**src/rtl/dmem_ctrl.sv**
```systemverilog
// dmem_ctrl: word-addressed data RAM with a fixed access latency.
// Raises Stall while an access is in flight; commits on the edge into DONE.
// Optional macro DMEM_ALIGN_CHECK_EN rejects misaligned requests and sets a
// sticky Fault flag; without it Fault stays 0 and addr[1:0] is ignored.
module dmem_ctrl #(
    parameter int unsigned DEPTH = 64,
    parameter int unsigned WAIT  = 2
) (
    input  logic        clk,
    input  logic        reset,
    input  logic        MemEn,
    input  logic        MemWrite,
    input  logic [31:0] ALUResult,
    input  logic [31:0] WriteData,
    output logic [31:0] ReadData,
    output logic        Stall,
    output logic        Fault
);

    localparam int unsigned AW = $clog2(DEPTH);

    typedef enum logic [1:0] {IDLE, BUSY, DONE} state_t;

    state_t        state_q, state_d;
    logic [3:0]    cnt_q, cnt_d;
    logic [AW-1:0] idx_q, idx_d;
    logic [31:0]   wdata_q, wdata_d;
    logic          we_q, we_d;
    logic [31:0]   rdata_q, rdata_d;
    logic          fault_q, fault_d;

    logic [31:0]   mem [DEPTH];

    logic          misal;
    logic          accept;
    logic          commit;
    logic [AW-1:0] c_idx;
    logic [31:0]   c_data;
    logic          c_we;
    logic          unused_addr;

`ifdef DMEM_ALIGN_CHECK_EN
    assign misal = (ALUResult[1:0] != 2'b00);
`else
    assign misal = 1'b0;
`endif

    assign accept      = MemEn & ~misal;
    assign unused_addr = ^{ALUResult[31:AW+2], ALUResult[1:0]};

    // Next-state, capture, commit selection and Stall generation.
    // With WAIT = 0 the commit happens on the capture edge, so the live
    // inputs stand in for the (not yet loaded) captured copies.
    always_comb begin
        state_d = state_q;
        cnt_d   = cnt_q;
        idx_d   = idx_q;
        wdata_d = wdata_q;
        we_d    = we_q;
        rdata_d = rdata_q;
        fault_d = fault_q;
        Stall   = 1'b0;
        commit  = 1'b0;
        c_idx   = idx_q;
        c_data  = wdata_q;
        c_we    = we_q;
        case (state_q)
            IDLE: begin
                if (accept) begin
                    Stall   = 1'b1;
                    idx_d   = ALUResult[AW+1:2];
                    wdata_d = WriteData;
                    we_d    = MemWrite;
                    if (WAIT == 0) begin
                        state_d = DONE;
                        commit  = 1'b1;
                        c_idx   = ALUResult[AW+1:2];
                        c_data  = WriteData;
                        c_we    = MemWrite;
                    end else begin
                        state_d = BUSY;
                        cnt_d   = WAIT[3:0];
                    end
                end else if (MemEn && misal) begin
                    fault_d = 1'b1;
                end
            end
            BUSY: begin
                Stall = 1'b1;
                if (!MemEn) begin
                    state_d = IDLE;
                end else if (cnt_q == 4'd1) begin
                    state_d = DONE;
                    commit  = 1'b1;
                end else begin
                    cnt_d = cnt_q - 4'd1;
                end
            end
            DONE: begin
                state_d = IDLE;
            end
            default: begin
                state_d = IDLE;
            end
        endcase
        if (commit && !c_we) begin
            rdata_d = mem[c_idx];
        end
    end

    // Control and data registers with asynchronous active-low reset.
    always_ff @(posedge clk or negedge reset) begin
        if (!reset) begin
            state_q <= IDLE;
            cnt_q   <= '0;
            idx_q   <= '0;
            wdata_q <= '0;
            we_q    <= 1'b0;
            rdata_q <= '0;
            fault_q <= 1'b0;
        end else begin
            state_q <= state_d;
            cnt_q   <= cnt_d;
            idx_q   <= idx_d;
            wdata_q <= wdata_d;
            we_q    <= we_d;
            rdata_q <= rdata_d;
            fault_q <= fault_d;
        end
    end

    // RAM write port; gated by reset so an interrupted access never writes.
    always_ff @(posedge clk) begin
        if (reset && commit && c_we) begin
            mem[c_idx] <= c_data;
        end
    end

    assign ReadData = rdata_q;
    assign Fault    = fault_q;

endmodule

```
**config.mk**
```make
export PLATFORM = sky130hd
export DESIGN_NAME = dmem_ctrl
export DESIGN_NICKNAME = d
export VERILOG_FILES = /design/src/rtl/dmem_ctrl.sv
export SDC_FILE = /design/constraint.sdc
export NUM_CORES = 2
export LEC_CHECK = 0
export ABC_CLOCK_PERIOD_IN_PS = 7400
export CORE_AREA = 2 2 428 430
export DETAILED_ROUTE_END_ITERATION = 10
export DIE_AREA = 0 0 430 432
export SLEW_MARGIN = 10
export SYNTH_ARGS = -nofsm -noshare
export SYNTH_HDL_FRONTEND = slang
export SYNTH_SLANG_ARGS = --single-unit
```
**constraint.sdc**
```tcl
create_clock -name clk -period 7.4 [get_ports clk]
set_clock_uncertainty 0.1 [all_clocks]
set_input_delay 1.48 -clock clk [delete_from_list [all_inputs] [get_ports clk]]
set_output_delay 1.48 -clock clk [all_outputs]
set_load 0.03 [all_outputs]
```
==> qor.csv <==
stage;metric;value;unit
run_status;status;completed;
sta;hold_viol_final;0;
logic_synthesis;yosys_most_used_dff;edfxtp_1;
clock_tree;cts.sinks;2125;
clock_tree;cts_tree;done;
global_routing;grt_pass1_vias;42700;
sta;fmax;204;MHz
worst_setup_path;critPathSlowestCell;nor2_4;
logic_synthesis;yosys.cell_count.top_type;edfxtp_1;
worst_setup_path;crit_path_end_kind;register;
worst_setup_path;r2r_cells;7;
logic_synthesis;async_flop_share;3.62;%
worst_setup_path;max_stage_delay;1000;ps
clock_tree;ctsResizeCount;0;
finish;nets;4566;
drt;wire_per_inst;34.0;µm
finish;nFillCells;14600;
logic_synthesis;ys_warn_count;0;
min_path;holdCritPathClass;register to register;
worst_setup_path;crit_chain;clkdlybuf4s50_1 -> nor2b_1 -> and3_1 -> and3_1 -> nand3_1 -> nor2_4 -> buf_4;
clock_tree;clock_tree.root_cell;clkbuf_16;
drt;vias;44700;
die;core;182000;µm²
worst_setup_path;critPathTopFamily;simple AND/OR/NAND/NOR gates;
logic_synthesis;ys_types;67;
drt;vias_per_cell;6.33;
flow_run;drv_cap;0;
sta;finalSetupTns;0;ps
worst_setup_path;crit_buf_inv;2;
clock_tree;cts_buffers;205;
pwr;leakage;29.0;nW
die;io_pins;102;
sta;max_slew_margin;13.5;%
drt;ant_nets;0;
die;rows;157;
global_routing;grt_max_degree;113;
logic_synthesis;synth_nets;4385;
clock_tree;clk_pin_slew;60;ps
sta;drv_slew;0;
global_routing;grt_pass1_wl;336000;µm
clock_tree;clock_latency;830;ps
finish;drive_above_1_share;17.1;%
clock_tree;post-cts-setup-buffer-count;0;
sta;finalCriticalPeriod;4900;ps
logic_synthesis;synth_area_leader_cell;edfxtp_1;
drt;wl;240000;µm
logic_synthesis;syn_area;81300;µm²
pwr;ir_worst_vdd;0.300;mV
logic_synthesis;synthTopCellsByArea;edfxtp_1 (76%), mux2i_1 (4.9%), mux4_2 (3.7%);
pwr;p_per_area;325;nW/µm²
worst_setup_path;arrival;5320;ps
worst_setup_path;critPathLaunchType;input pin;
placement;port_buffers;74;
sta;timing.final.crit_share;66.3;%
logic_synthesis;synth-seq-area-share;78.1;%
sta;finalWorstSetupSlack;2500;ps
finish;synthToLayoutAreaGrowth;13.1;%
clock_tree;postCtsHoldBufs;0;
global_routing;track_usage;25.7;%
die;die_w;430;µm
min_path;whs_path_depth;1;
placement;dp_slack;1720;ps
worst_setup_path;worstPathRequired;7820;ps
drt;first_pass_iters;5;
global_routing;antenna_found_initial;6;
sta;rsz0062_at_grt;no;
drt;drt-initial-drc-count;6277;
clock_tree;cts_max_level;4;
logic_synthesis;synth_top_cells_by_count;edfxtp_1 (2048), mux2i_1 (395), a221oi_1 (239), nor2_1 (198), a22oi_1 (175);
global_routing;grt-ovfl-total;0;
worst_setup_path;critPathKind;input pin to register;
logic_synthesis;synth.avg_cell_area;18.8;µm²
worst_setup_path;critPathMaxFanout;21;
placement;place_congestion;0.855;
sta;setup_viol_count_final;0;
die;die-area;186000;µm²
die;start_util;44.7;%
placement;dp_hpwl;140000;µm
drt;drc;0;
logic_synthesis;synthCells;4315;
logic_synthesis;synth-seq-cells;2125;
die;die_h;432;µm
worst_setup_path;path_depth;7;
worst_setup_path;crit_top_cell;and3_1;
logic_synthesis;netlist.area_leader.share;75.7;%
logic_synthesis;synth_edf_count;2048;
clock_tree;clk_path_buf_depth;3;
sta;max_slew.worst_pin.slew;1290;ps
-- worst register-to-register path: stages (launching register included) --
cell and delay, ps:
dfrtp_4 700, buf_4 730, and2_4 680, buf_4 640, a221oi_1 210, a21oi_1 910, nand4_1 200, o32a_1 390
-- routing by layer --
metal | track usage [%] | up-vias | part of all wire, %
met4 | 7.26 | 8 | 2.7
li1 | - | 18200 | -
met3 | 5.70 | 353 | 11
met5 | 0 | - | 0.023
met2 | 39.4 | 2466 | 46
met1 | 37.1 | 23600 | 40
-- final cells by class --
cell class                 instances  area [µm²]  share of cell area (%)
antenna                            2        5.00                 0.00545
clock buffer                     313        5840                    6.36
clock inverter                    68         524                   0.570
inverter                           6        25.0                  0.0272
multi-input combinational       1890       16800                    18.2
sequential                      2125       63500                    69.1
tap                             2385        2980                    3.25
timing repair buffer             268        2280                    2.48
-- sequential cells by signal, summed over array words and instances, names as in the netlist --
name / count
cnt_q: 4
state_q: 2
c_data: 32
c_idx: 6
mem: 2048
ReadData: 32
c_we: 1
-- kinds of logic after synthesis --
logic type                 synth area share (%)
and+or+nand+nor                            2.19
DFF                                        78.1
buffers and inverters                      2.04
muxes                                      9.68
adders and majority gates                0.0308
xor gates and xnor gates                 0.0216
other                                   0.00462
AOI/OAI and AO/OA                          7.98
-- metrics by stage --
| step | instances | instance area, µm² | util (%) | power [mW] | hold slack, ps |
|---|---|---|---|---|---|
| 2_1_floorplan | 4315 | 81300 | - | 17.5 | 405 |
| 3_3_place_gp | 6674 | 85500 | 47.1 | 19.9 | 398 |
| 3_5_place_dp | 6674 | 85500 | 47.1 | 20.0 | 402 |
| 4_1_cts | 7055 | 91900 | 50.6 | 29.9 | 416 |
| 5_1_grt | 7055 | 91900 | 50.6 | 30.7 | 429 |
| 6_report | 7057 | 91900 | 50.6 | 29.8 | 414 |
-- report_power, final --
group | switching [mW] | internal (mW)
clock | 4.38 | 5.66
combinational | 3.75 | 1.59
sequential | 0.444 | 14.0
-- worst paths after layout --
| path | start | end | slack [ps] |
|---|---|---|---|
| worst max-delay path | MemEn | mem[38][8] | 2500 |
| worst min-delay path | c_data[15] | c_data[15] | 410 |
| worst max register to register | c_idx[1] | ReadData[12] | 2710 |
| worst min register to register | c_data[15] | c_data[15] | 410 |
| max in group asynchronous | reset | c_idx[0] | 5260 |
| min in group asynchronous | reset | c_data[25] | 550 |
-- placed cells by master, fill, tap and decap left out, types with 26 or more instances in the layout --
master	synthesis	layout
nor2_1	198	131
mux2i_1	395	395
nand2_1	57	56
dfrtp_2	0	31
clkinv_1	0	31
a22oi_1	175	175
clkbuf_1	84	84
a221oi_1	239	239
clkdlybuf4s50_1	0	73
mux2_2	74	74
a22o_1	27	27
nand3_1	45	44
edfxtp_1	2048	2048
dfrtp_1	77	42
buf_4	46	188
nor2_4	0	68
mux4_2	132	132
o21ai_0	98	98
clkbuf_16	0	211
o21ai_1	26	26
o22ai_1	107	107
a21oi_1	78	78
No activity file was read; power rests on OpenSTA's default activity.
